## config.mk

```make
export PLATFORM = sky130hd
export DESIGN_NAME = controle_varredura_display_flat
export DESIGN_NICKNAME = d
export VERILOG_FILES = /design/src/rtl/controle_varredura_display_if.sv /design/src/rtl/controle_varredura_display.sv /design/src/flat_wrapper.sv
export SDC_FILE = /design/constraint.sdc
export NUM_CORES = 1
export LEC_CHECK = 0
export ABC_AREA = 1
export BUFFER_PORTS_ARGS = -buffer_cell sky130_fd_sc_hd__buf_2
export CAP_MARGIN = 20
export CELL_PAD_IN_SITES_DETAIL_PLACEMENT = 1
export CELL_PAD_IN_SITES_GLOBAL_PLACEMENT = 2
export CORE_UTILIZATION = 34
export CTS_CLUSTER_SIZE = 28
export DETAILED_ROUTE_END_ITERATION = 16
export PLACE_DENSITY_LB_ADDON = 0.1
export REMOVE_ABC_BUFFERS = 1
export SETUP_SLACK_MARGIN = 0.5
export SLEW_MARGIN = 20
export SYNTH_ARGS = -nofsm -noshare
export SYNTH_HDL_FRONTEND = slang
export SYNTH_SLANG_ARGS = --single-unit
```

## constraint.sdc

```tcl
create_clock -name clock -period 3.2 [get_ports clock]
set_input_delay 0.16 -clock clock [delete_from_list [all_inputs] [get_ports clock]]
set_output_delay 0.16 -clock clock [all_outputs]
set_load 0.01 [all_outputs]
```

## src/rtl/controle_varredura_display_if.sv

```systemverilog
// Display-scan bus: load/config inputs toward the scanner, decoder/anode drive back.
interface controle_varredura_display_if #(
  parameter int N_DIGITOS = 4
);
  localparam int IW = $clog2(N_DIGITOS);

  logic                   carregar;
  logic [4*N_DIGITOS-1:0] dados;
  logic                   supressao_zeros;
  logic [3:0]             codigo_BCD;
  logic [N_DIGITOS-1:0]   anodos;
  logic [IW-1:0]          digito_atual;
  logic                   fim_quadro;

  modport master (
    output carregar, dados, supressao_zeros,
    input  codigo_BCD, anodos, digito_atual, fim_quadro
  );

  modport slave (
    input  carregar, dados, supressao_zeros,
    output codigo_BCD, anodos, digito_atual, fim_quadro
  );
endinterface

```

## src/rtl/controle_varredura_display.sv

```systemverilog
// Multiplexed common-anode display scanner sharing one BCD-to-7-segment decoder.
// Double-buffered value, per-slot anti-ghost blank, optional leading-zero blanking.
module controle_varredura_display #(
  parameter int N_DIGITOS   = 4,
  parameter int DIV_REFRESH = 50000,
  parameter int T_APAGADO   = 16
) (
  input  logic                            clock,
  input  logic                            reset,
  controle_varredura_display_if.slave     bus
);
  localparam int IW = $clog2(N_DIGITOS);
  localparam int DW = $clog2(DIV_REFRESH);
  localparam logic [DW-1:0] DIV_MAX = DW'(DIV_REFRESH - 1);
  localparam logic [DW-1:0] T_AP    = DW'(T_APAGADO);
  localparam logic [IW-1:0] IDX_MAX = IW'(N_DIGITOS - 1);

  logic [DW-1:0]          div;
  logic [IW-1:0]          idx;
  logic [4*N_DIGITOS-1:0] sombra;
  logic [4*N_DIGITOS-1:0] ativo;
  logic                   pendente;

  logic                   fim_slot;
  logic                   fim;
  logic [N_DIGITOS-1:0]   zeros_acima;
  logic                   acc;
  logic [3:0]             digito;
  logic                   suprimivel;

  assign fim_slot = (div == DIV_MAX);
  assign fim      = fim_slot && (idx == IDX_MAX);

  always_ff @(posedge clock) begin
    if (reset) begin
      div      <= '0;
      idx      <= '0;
      sombra   <= '0;
      ativo    <= '0;
      pendente <= 1'b0;
    end else begin
      div <= fim_slot ? '0 : div + 1'b1;
      if (fim_slot)
        idx <= (idx == IDX_MAX) ? '0 : idx + 1'b1;
      // A load on the frame-end cycle bypasses the shadow so the newest value wins.
      if (bus.carregar) begin
        sombra <= bus.dados;
        if (fim) begin
          ativo    <= bus.dados;
          pendente <= 1'b0;
        end else begin
          pendente <= 1'b1;
        end
      end else if (fim && pendente) begin
        ativo    <= sombra;
        pendente <= 1'b0;
      end
    end
  end

  // zeros_acima[i]: digit i and every more-significant digit are exactly zero.
  always_comb begin
    zeros_acima = '0;
    acc         = 1'b1;
    for (int unsigned k = 0; k < N_DIGITOS; k++) begin
      acc = acc & (ativo[4*(N_DIGITOS-1-k) +: 4] == 4'h0);
      zeros_acima[N_DIGITOS-1-k] = acc;
    end
  end

  always_comb begin
    digito     = 4'h0;
    suprimivel = 1'b0;
    for (int unsigned i = 0; i < N_DIGITOS; i++) begin
      if (idx == IW'(i)) begin
        digito     = ativo[4*i +: 4];
        suprimivel = zeros_acima[i] && (i != 0);
      end
    end
  end

  always_comb begin
    bus.anodos     = '1;
    bus.codigo_BCD = 4'hF;
    if (div >= T_AP) begin
      bus.anodos[idx] = 1'b0;
      if (!(bus.supressao_zeros && suprimivel))
        bus.codigo_BCD = digito;
    end
  end

  assign bus.digito_atual = idx;
  assign bus.fim_quadro   = fim;
endmodule

```

## src/flat_wrapper.sv

```systemverilog
// flat-port wrapper written by rule: the top's interface ports become plain ports
module controle_varredura_display_flat 
#(
  parameter int N_DIGITOS   = 4,
  parameter int DIV_REFRESH = 50000,
  parameter int T_APAGADO   = 16
)
  (clock, reset, bus_carregar, bus_dados, bus_supressao_zeros, bus_codigo_BCD, bus_anodos, bus_digito_atual, bus_fim_quadro);
  controle_varredura_display_if #(.N_DIGITOS(N_DIGITOS)) bus_i ();
  input  logic clock;
  input  logic reset;
  input wire logic [$bits(bus_i.carregar)-1:0] bus_carregar;
  input wire logic [$bits(bus_i.dados)-1:0] bus_dados;
  input wire logic [$bits(bus_i.supressao_zeros)-1:0] bus_supressao_zeros;
  output wire logic [$bits(bus_i.codigo_BCD)-1:0] bus_codigo_BCD;
  output wire logic [$bits(bus_i.anodos)-1:0] bus_anodos;
  output wire logic [$bits(bus_i.digito_atual)-1:0] bus_digito_atual;
  output wire logic [$bits(bus_i.fim_quadro)-1:0] bus_fim_quadro;
  assign bus_i.carregar = bus_carregar;
  assign bus_i.dados = bus_dados;
  assign bus_i.supressao_zeros = bus_supressao_zeros;
  assign bus_codigo_BCD = bus_i.codigo_BCD;
  assign bus_anodos = bus_i.anodos;
  assign bus_digito_atual = bus_i.digito_atual;
  assign bus_fim_quadro = bus_i.fim_quadro;
  controle_varredura_display #(.N_DIGITOS(N_DIGITOS), .DIV_REFRESH(DIV_REFRESH), .T_APAGADO(T_APAGADO)) u_core (.clock(clock), .reset(reset), .bus(bus_i));
endmodule
```

* Word-level counts from Yosys, hierarchy flattened
Cells that the tools add are included.
** Storage, ports and cells
- Logic and storage cells :: 48
- Bits in registers :: 51
- Input port bits :: 20
** Cells by class
- Bitwise gates (word level) :: 3
- Mux-type cells :: 19
- $add $sub $neg :: 2
- Equality and inequality tests :: 5
- Reductions and logical operators :: 11
- $lt $le $gt $ge :: 3
** Operators with widths (count)
- 16-bit 2-to-1 mux :: 3
- 4-bit 2-to-1 mux :: 7
- 16-bit by 1-bit adder with 16-bit output (second input constant) :: 1
- 16-bit equality test (second input constant) :: 1
- 16-bit by 5-bit >= comparator with 1-bit output (second input constant) :: 1
- 4-bit zero test :: 3
- 1-bit 2-to-1 mux :: 7
- 2-bit equality test (second input constant) :: 2
- 1-bit logical AND :: 4
- 4-bit NOT :: 1
- 2-bit by 3-bit less-than comparator with 1-bit output (second input constant) :: 1
- 2-bit by 1-bit adder with 2-bit output (second input constant) :: 1
- 1-bit bitwise AND :: 2
- 1-bit demux with 2-bit select :: 1
- 2-bit by 1-bit equality test with 1-bit output (second input constant) :: 1
- 2-bit by 1-bit >= comparator with 1-bit output (second input constant) :: 1
- 2-bit zero test :: 1
- 2-bit 2-to-1 mux :: 1
- 2-bit by 1-bit != test with 1-bit output (second input constant) :: 1
- 2-bit AND reduction :: 1
- 2-bit nonzero test :: 1
- 2-bit OR reduction :: 1

* Longest topological paths before layout
Gate-level depths: netlist of the first run.
- Depth after elaboration :: 9
- Gate-level depth with buffers :: 10
- Depth with buffers taken out :: 10

* Worst setup path before layout of the first run
Ideal clock, no wire load.
- Path kind :: flip-flop to output port
- Start point :: register u_core.idx[0] (netlist: u_core.bus.digito_atual[0])
- End point :: output bus_codigo_BCD[1]
- Required time :: 3.040 ns
- Path slack :: 1.643 ns
- Arrival time :: 1.397 ns
- Stages on the path, launching flop included :: 8
- Cell sequence :: dfxtp_1 > ha_1 > clkbuf_1 > buf_2 > nand2_1 > nand2_1 > nor2_1 > nand2_1
** Between the ends
- Longest elaborated chain between the ends :: 7
** Ends and longest elaborated chain
- from (decl) :: line controle_varredura_display.sv:19 : logic [IW-1:0] idx;
- from (signal assigned) :: line controle_varredura_display.sv:44 : idx <= (idx == IDX_MAX) ? '0 : idx + 1'b1;
- 2-bit zero test or 2-bit by 1-bit equality test with 1-bit output (tied branches) :: line controle_varredura_display.sv:75 : if (idx == IW'(i)) begin
- 4-bit 2-to-1 mux or 1-bit 2-to-1 mux (tied branches) (3 in series) :: line controle_varredura_display.sv:75
- 4-bit 2-to-1 mux or 1-bit logical AND (tied branches) :: line controle_varredura_display.sv:75, controle_varredura_display.sv:87
- 4-bit 2-to-1 mux (*) :: line controle_varredura_display.sv:87 : if (!(bus.supressao_zeros && suprimivel))
- 4-bit 2-to-1 mux (*) :: line controle_varredura_display.sv:85 : if (div >= T_AP) begin
- to (decl) :: line flat_wrapper.sv:15 : output wire logic [$bits(bus_i.codigo_BCD)-1:0] bus_codigo_BCD;
Mark *: on every way between the ends. The rest lies on a longest branch, timed or not.

* Worst setup path in the final report of the first run
- Start point :: register u_core.idx[0] (netlist: u_core.bus.digito_atual[0])
- End point :: output bus_fim_quadro
** Between the ends
- Longest elaborated chain between the ends :: 2
** Ends and longest elaborated chain
- 2-bit equality test :: line controle_varredura_display.sv:32 : assign fim = fim_slot && (idx == IDX_MAX);
- 1-bit logical AND :: line controle_varredura_display.sv:32
- to (decl) :: line flat_wrapper.sv:18 : output wire logic [$bits(bus_i.fim_quadro)-1:0] bus_fim_quadro;
No other way between the ends.

==> results of run 1 <==
-- state kept, by name (all words and copies together) (netlist names) --
signal,flops
u_core.bus.digito_atual,2
u_core.sombra,16
u_core.ativo,16
u_core.div,16
u_core.pendente,1
-- cells in the final DEF (no fill, tap or decap), types with 2 or more instances in the layout --
master and count:
o21ai_0 28, inv_1 70, ha_1 6, or2_2 2, a21oi_1 18, nor2_4 3, clkbuf_8 5, nor3_1 5
nand2_1 93, nand3_1 14, clkinv_2 3, buf_2 30, inv_2 4, dfxtp_1 51, xor2_1 3, nor2_1 54
nand4_1 23, nand2_2 4
-- per-stage QoR --
step,util (%),hold WS [ns]
after global routing,39.5,0.226
after floorplan,-,0.232
after detailed placement,38.4,0.451
after global placement,38.4,0.444
final,39.5,0.209
after CTS,39.5,0.194
-- worst paths after layout --
path / end / slack, ns / cells after the start / startpoint
worst max register to register: u_core.ativo[4] / 1.40 / 5 / u_core.bus.digito_atual[0]
worst max-delay path: bus_fim_quadro / 1.05 / 5 / u_core.bus.digito_atual[0]
worst min register to register: u_core.div[0] / 0.47 / 1 / u_core.div[0]
worst min-delay path: u_core.sombra[11] / 0.21 / 5 / bus_dados[11]
-- worst max-delay path: cells and delay by family, from the launching register on --
kind / cells / cell delay (ns)
flip-flops: 1 / 0.41
adder cells (fa/ha/maj): 1 / 0.65
buffers and inverters: 3 / 0.53
AND/OR/NAND/NOR: 1 / 0.09
-- metal layers --
layer | wire length (um) | part of all wire [%] | vias to the layer above
li1 | - | - | 1281
met5 | 0 | 0 | -
met2 | 2590 | 41 | 28
met1 | 3550 | 56 | 1078
met4 | 38 | 0.60 | 0
met3 | 184 | 2.9 | 2
-- layout make-up --
| cell class | instances | area [um^2] | area share, % |
|---|---|---|---|
| clock buffer | 5 | 68.8 | 2.35 |
| sequential | 51 | 1020 | 34.9 |
| timing repair buffer | 31 | 158 | 5.38 |
| inverter | 74 | 278 | 9.49 |
| clock inverter | 3 | 15.0 | 0.513 |
| multi-input combinational | 260 | 1260 | 43.2 |
| tap | 99 | 124 | 4.23 |
-- power breakdown --
part           leakage (nW)  switching (mW)  internal, mW
clock                0.0477           0.217         0.150
sequential            0.416         0.00579         0.652
combinational         0.850          0.0488        0.0254
total                  1.31           0.271         0.828
-- kinds of logic after synthesis --
family                     Yosys count  synth area share, %
and+or+nand+nor                    204                 34.9
AOI/OAI and AO/OA                   47                 8.98
DFF                                 51                 38.6
buffers and inverters               90                 13.7
xor gates and xnor gates             3                0.993
adders and majority gates            6                 2.84
==> impl_results.md, run 1 <==
* Largest net degree at the start of global routing at 34
* DP Wirelength at 4740 um
* Die Width at 90.2 um
* Most Crowded Layer GR: met1
* Clock Tree Buf Depth at 2
* Share of the synthesized area in the top cell type at 38.6%
* DRT Pass-1 Iters at 4
* Iteration-0 DRC count of the detailed router at 77
* Commonest cells in the netlist: nand2_1, inv_1, nor2_1
* Total CTS buffers at 5
* CTS Root Cell: clkbuf_8
* Ant diodes at 0
* Status: finished, final reports clean
* Synth Warn # at 0
* TritonCTS clock tree: done
* Layout fillers at 1019
* Leading area contributor after synthesis: dfxtp_1
* Most frequent cell after synthesis: nand2_1
* # DRC at 0
* Grt ovf at 0
* Max Cap Viol at 0
* # setup viols final at 0
* Post-Layout Cell Count at 523
* Setup TNS at 0 ns
* # nets final at 449
* Post-synthesis cell type count at 26
* Placed standard-cell area at 2840 um^2
* Vias in the first global route at 2316
* H-Tree Depth at 2
* GR Util met2 at 24.0%
* Die area at 8140 um^2
* Dpl cells at 515
* Pwr Total at 1.10 mW
* Fin crit share at 67.3%
* Clock latency at the later pin of the worst-skew pair at 0.30 ns
* IO buf count at 30
* EDFF count, synth at 0
* Post-CTS sizing at 0
* CP startpoint kind: register
* # IOs at 31
* Synth top area cells: dfxtp_1, nand2_1, inv_1
* P_leak at 1.31 nW
* Global placement routability congestion at 0.737
* Cells after Synth at 401
* Share of layout cells above drive strength 1 at 13.2%
* Syn Area/Cell at 6.60 um^2
* Post-CTS Hold Fix Bufs at 0
* Reg clk slew, reported paths at 0.09 ns
* Final WS setup at 1.05 ns
* Max FO, Critical Path at 17
* Area grow syn2layout at 10.6%
* Seq/Total Area, Yosys at 38.6%
* Hold Path Class: input pin to register
* Clock sinks at 51
* Initial antenna violation count at 0
* Vias post-DR at 2389
* Gr usage total at 16.6%
* Final hold vios at 0
* Vias/cell at 4.57
* Crit-path slowest cell: ha_1
* Crit path time final at 2.15 ns
* Worst Path Required at 3.04 ns
* Final Max Tran Viols at 0
* Fin area at 2930 um^2
* Die H at 90.2 um
* Drt wl/cell at 12.2 um
* Worst-Margin Slew at 0.721 ns
* Slew headroom at 52.0%
* WL final at 6360 um
* Worst IR Drop VDD at 0.182 mV
* Global-route wire length before repair at 11000 um
* RSZ-0062 raised after global routing: false
* Pwr dens at 375 nW/um^2
* Core Box Area at 7410 um^2
* Worst setup path class: register to output pin
* Met1 Usage GRT at 24.6%
* Rows at 31
* Setup Fix Bufs, Post-CTS at 0
* ANT nets after route at 0
* Largest stage delay, worst path at 0.65 ns
* Setup Skew at 0.00474 ns
* WP data arrival at 1.99 ns
* Max Freq at 464 MHz
* Crit-path cells: ha_1, buf_4, nand2_1, inv_1, buf_2
* Seq cells post-synth at 51
* Met3 Usage GRT at 3.05%
* Ys flop type: dfxtp_1
* Pre-CTS setup slack at 1.36 ns
* Worst setup EP type: output pin
* Initial core utilization at 35.7%
* Ys async rst share at 0%
* Mapped cell area at 2650 um^2
Power figures use the tool's default switching activity.
==> run 2: changes to the inputs <==
--- a/config.mk
+++ b/config.mk
@@ -10,7 +10,7 @@
 export CAP_MARGIN = 20
 export CELL_PAD_IN_SITES_DETAIL_PLACEMENT = 1
 export CELL_PAD_IN_SITES_GLOBAL_PLACEMENT = 2
-export CORE_UTILIZATION = 34
+export CORE_UTILIZATION = 28
 export CTS_CLUSTER_SIZE = 28
 export DETAILED_ROUTE_END_ITERATION = 16
 export PLACE_DENSITY_LB_ADDON = 0.1
==> constraint.sdc (replaced) <==
create_clock -name clock -period 1.9 [get_ports clock]
set_input_delay 0.095 -clock clock [delete_from_list [all_inputs] [get_ports clock]]
set_output_delay 0.095 -clock clock [all_outputs]
set_load 0.01 [all_outputs]
==> run 2 against run 1 <==
  * Cell count increased by 9.0%
  * First-iteration DRC count decreased by 7.8%
  * Count of clock-buffer cells in the layout increased by 2
  * Largest power group unchanged
==> impl_results.md, run 2 (synthesis results as in run 1) <==
* Status: finished, final reports clean
* IO buf count at 30
* DRT Pass-1 Iters at 4
* Worst-Margin Slew at 0.430 ns
* # nets final at 484
* Crit path time final at 1.81 ns
* Drt wl/cell at 13.9 um
* Reg clk slew, reported paths at 0.10 ns
* Sw Share at 25.4%
* Global placement routability congestion at 0.724
* Core Box Area at 9200 um^2
* Ant diodes at 0
* Area grow syn2layout at 41.2%
* Max Cap Viol at 0
* TritonCTS clock tree: done
* CP startpoint: u_core.bus.digito_atual[0]
* Initial core utilization at 28.8%
* Pwr dens at 531 nW/um^2
* RSZ-0062 raised after global routing: true
* Slew headroom at 71.3%
* Iteration-0 DRC count of the detailed router at 71
* Combinational power share at 8.1%
* Vias in the first global route at 2651
* Worst setup path class: register to output pin
* Hold depth at 5
* CTS Root Cell: clkbuf_8
* Total CTS buffers at 5
* Worst Path Required at 1.80 ns
* Die Width at 99.2 um
* Commonest cells after routing, fill and taps aside: nand2_1, inv_1, nor2_1
* Reg-to-reg endpoint: u_core.ativo[7]
* Vias post-DR at 2593
* Hold EP: u_core.sombra[14]
* H-Tree Depth at 2
* Grt ovf at 0
* Max FO, Critical Path at 10
* Final hold vios at 0
* ANT nets after route at 0
* Final Max Tran Viols at 0
* Max Freq at 551 MHz
* Sequential power share at 55.5%
* Worst IR Drop VDD at 0.246 mV
* Hold Path Class: input pin to register
* Fin crit share at 95.5%
* Layout fillers at 1141
* Setup Skew at 0.00558 ns
* Pwr Total at 1.99 mW
* Post-CTS Hold Fix Bufs at 0
* Setup TNS at 0 ns
* Register area at 1050 um^2
* Global-route wire length before repair at 13000 um
* Most common cell after layout, fill and taps aside: nand2_1
* DP Wirelength at 5200 um
* # IOs at 31
* Vias/cell at 4.55
* Worst r2r path cells at 10
* Rows at 35
* Multi-input logic area at 1640 um^2
* Clock latency at the later pin of the worst-skew pair at 0.31 ns
* Critical R2R Launch: u_core.div[0]
* Clock Tree Buf Depth at 2
* Int Pwr at 1.48 mW
* Worst Hold Launch: bus_dados[14]
* Initial antenna violation count at 0
* Die H at 99.2 um
* Clock sinks at 51
* WP data arrival at 1.72 ns
* Reg2reg setup slack at 0.31 ns
* # setup viols final at 0
* Sw power at 0.504 mW
* Gr usage total at 16.8%
* # DRC at 0
* Die area at 9850 um^2
* Biggest regs: u_core.ativo (16), u_core.div (16), u_core.sombra (16)
* Largest net degree at the start of global routing at 28
* P_leak at 1.61 nW
* Clock power frac at 36.5%
* Share of layout cells above drive strength 1 at 38.1%
* Worst setup EP type: output pin
* CP startpoint kind: register
* WL final at 7940 um
-- run 2: changes by cell type in the layout (fill, tap and decap cells not counted), moves of 13 or more --
cell and delta:
nand2_1 -20, inv_1 -18, nand2_4 +14, buf_4 +24
dfxtp_1 -13, inv_2 +14
-- run 2: timing repair --
action	4_1_cts	5_1_grt
pin swaps	12	42
endpoints found under the hold margin	0	0
gates cloned	2	1
setup endpoints to repair	44	40
gates resized for setup	46	103
buffers inserted	10	15
-- run 2: worst max path at each step --
| stage | endpoint | slack (ns) | cells after the start |
|---|---|---|---|
| finish | bus_codigo_BCD[3] | 0.09 | 8 |
| global route | bus_codigo_BCD[0] | 0.006 | 9 |
| CTS | bus_codigo_BCD[3] | 0.08 | 9 |
| detailed placement | bus_fim_quadro | 0.11 | 8 |
| global placement | bus_fim_quadro | 0.13 | 8 |
| floorplan | u_core.ativo[4] | 0.23 | 5 |
-- run 2: per-stage QoR --
| step | setup WS (ns) | hold WS, ns | instances | utilization [%] | area (um^2) |
|---|---|---|---|---|---|
| floorplan | 0.227 | 0.167 | 385 | - | 2560 |
| global placement | 0.125 | 0.445 | 534 | 31.7 | 2910 |
| detailed placement | 0.111 | 0.451 | 534 | 31.7 | 2910 |
| CTS | 0.0770 | 0.133 | 554 | 35.7 | 3280 |
| global route | 0.00609 | 0.167 | 570 | 40.6 | 3740 |
| finish | 0.0854 | 0.139 | 570 | 40.6 | 3740 |
-- run 2: metal layers --
layer  vias up  global-route usage [%]  share of wire, %
li1       1359                       -                 -
met1      1196                    23.6                52
met2        31                    27.5                45
met3         7                    2.18               2.3
met4         0                    3.73              0.88
met5         -                       0                 0
-- run 2: layout make-up --
| cell class | count | area share [%] |
|---|---|---|
| clock buffers | 7 | 2.58 |
| inverters | 74 | 7.80 |
| clock inverters | 1 | 0.201 |
| flip-flops and latches | 51 | 28.2 |
| multi-input cells | 261 | 43.8 |
| well taps | 111 | 3.72 |
| repair buffers | 65 | 13.7 |
-- run 2: power groups by stage --
stage | registers, mW | clock network [mW] | logic, mW
2_1_floorplan | 1.13 | 0 | 0.0724
3_3_place_gp | 1.13 | 0 | 0.134
3_5_place_dp | 1.13 | 0 | 0.135
4_1_cts | 1.10 | 0.760 | 0.150
5_1_grt | 1.10 | 0.795 | 0.185
6_report | 1.10 | 0.725 | 0.160
-- run 2: worst max-delay path, stage by stage (launching register included) --
cell	delay [ns]
dfxtp_4	0.40
clkinvlp_4	0.15
ha_4	0.23
a21oi_1	0.20
o21ai_1	0.09
nand2_1	0.10
nor2_1	0.05
nand2_1	0.06
buf_2	0.12
==> run 3: changes to the inputs <==
--- a/config.mk
+++ b/config.mk
@@ -13,6 +13,7 @@
 export CORE_UTILIZATION = 28
 export CTS_CLUSTER_SIZE = 28
 export DETAILED_ROUTE_END_ITERATION = 16
+export GPL_TIMING_DRIVEN = 0
 export PLACE_DENSITY_LB_ADDON = 0.1
 export REMOVE_ABC_BUFFERS = 1
 export SETUP_SLACK_MARGIN = 0.5
==> run 3 against run 2 <==
  * Register-to-register slack worse by 0.02 ns
  * Utilization is 3.5 points lower
  * Sequential share of layout area rose by 2.4 points
  * Setup slack better by 0.025 ns
  * Critical path type unchanged
  * Largest cell class unchanged
  * Highest routed layer unchanged
==> impl_results.md, run 3 (synthesis results as in run 1) <==
* Iteration-0 DRC count of the detailed router at 66
* # setup viols final at 0
* Worst r2r path cells at 10
* Initial core utilization at 28.8%
* # IOs at 31
* Total CTS buffers at 5
* Critical R2R Launch: u_core.div[1]
* Setup Skew at 0.0127 ns
* Post-CTS Hold Fix Bufs at 0
* Clock latency at the later pin of the worst-skew pair at 0.31 ns
* Biggest regs: u_core.ativo (16), u_core.div (16), u_core.sombra (16)
* Hold EP: u_core.sombra[11]
* Final Max Tran Viols at 0
* RSZ-0062 raised after global routing: true
* H-Tree Depth at 2
* Worst setup path class: register to output pin
* P_leak at 1.52 nW
* Register area at 1050 um^2
* Status: finished, final reports clean
* Slew headroom at 35.4%
* Global placement routability congestion at 0.703
* Die Width at 99.2 um
* Rows at 35
* Worst-Margin Slew at 0.967 ns
* Vias in the first global route at 2503
* Clock sinks at 51
* Max FO, Critical Path at 5
* Dpl cells at 526
* Most common cell after layout, fill and taps aside: nand2_1
* Worst setup EP type: output pin
* IO buf count at 30
* Largest net degree at the start of global routing at 34
* Crit path time final at 1.79 ns
* Layout fillers at 1158
* DRT Pass-1 Iters at 4
* Clock Tree Buf Depth at 2
* CTS Root Cell: clkbuf_8
* Max Cap Viol at 0
* Initial antenna violation count at 0
* Max Freq at 559 MHz
* Vias/cell at 4.57
* Core Util, Final at 37.2%
* Area grow syn2layout at 29.2%
* Worst IR Drop VDD at 0.393 mV
* Vias post-DR at 2527
* # nets final at 467
* Core Box Area at 9200 um^2
* Final hold vios at 0
* Reg-to-reg endpoint: u_core.ativo[12]
* Gr usage total at 15.2%
* Commonest cells after routing, fill and taps aside: nand2_1, inv_1, nor2_1
* Worst Hold Launch: bus_dados[11]
* Ant diodes at 0
* Share of layout cells above drive strength 1 at 25.8%
* Fin crit share at 94.2%
* ANT nets after route at 0
* Reg2reg setup slack at 0.29 ns
* WL final at 7200 um
* CP startpoint kind: register
* Multi-input logic area at 1470 um^2
* Post-Layout Cell Count at 553
* Worst Path Required at 1.80 ns
* Die area at 9850 um^2
* WP data arrival at 1.69 ns
* DP Wirelength at 4850 um
* Grt ovf at 0
* Hold depth at 5
* Global-route wire length before repair at 12000 um
* Final hold slack at 0.127 ns
* Drt wl/cell at 13.0 um
* Pwr dens at 633 nW/um^2
* # DRC at 0
* Die H at 99.2 um
* TritonCTS clock tree: done
* Hold Path Class: input pin to register
* Reg clk slew, reported paths at 0.10 ns
* Setup TNS at 0 ns
-- run 3: repair_timing --
action	CTS	global route
buffers inserted	7	10
gates resized for setup	46	37
setup endpoints to repair	44	35
pin swaps	6	12
cloned	1	1
-- run 3: final cells by class --
class	count	share of cell area (%)
clock inverter	3	1.98
tap	111	4.06
multi-input combinational	261	42.8
inverter	74	8.20
clock buffer	5	2.01
timing repair buffer	48	10.2
sequential	51	30.7
-- run 3: metrics by stage --
stage	instance area, um^2	total power, mW	setup slack (ns)
detailed placement	2850	1.26	-0.324
floorplan	2560	1.20	0.227
global placement	2850	1.26	-0.281
CTS	3200	2.20	0.0832
global route	3420	2.27	-0.0184
finish	3420	2.16	0.111
-- run 3: where the power goes --
part	switching (mW)	internal, mW
Combinational	0.0909	0.0546
Clock	0.387	0.526
Sequential	0.0118	1.09
-- run 3: worst max-delay path by stage --
stage,cells after the start,end,slack [ns],start
floorplan,5,u_core.ativo[4],0.23,u_core.bus.digito_atual[0]
global placement,5,u_core.ativo[4],-0.28,u_core.bus.digito_atual[0]
detailed placement,5,u_core.ativo[4],-0.32,u_core.bus.digito_atual[0]
CTS,9,bus_codigo_BCD[3],0.08,u_core.bus.digito_atual[0]
global route,9,bus_codigo_BCD[3],-0.02,u_core.bus.digito_atual[0]
finish,9,bus_codigo_BCD[3],0.11,u_core.bus.digito_atual[0]
-- run 3: per-layer routing --
| metal | global-route usage, % | part of all wire (%) |
|---|---|---|
| met5 | 0 | 0 |
| met4 | 3.73 | 0.94 |
| met3 | 2.25 | 2.4 |
| met2 | 25.0 | 43 |
| met1 | 21.0 | 53 |
-- run 3: critical path, stage by stage, from the launching register on --
cell and delay (ns):
dfxtp_4 0.40, inv_1 0.12, ha_4 0.21, nand3_1 0.07, o21ai_0 0.08, o21ai_1 0.12
nand2_1 0.09, nor2_1 0.10, nand2_1 0.06, buf_2 0.14
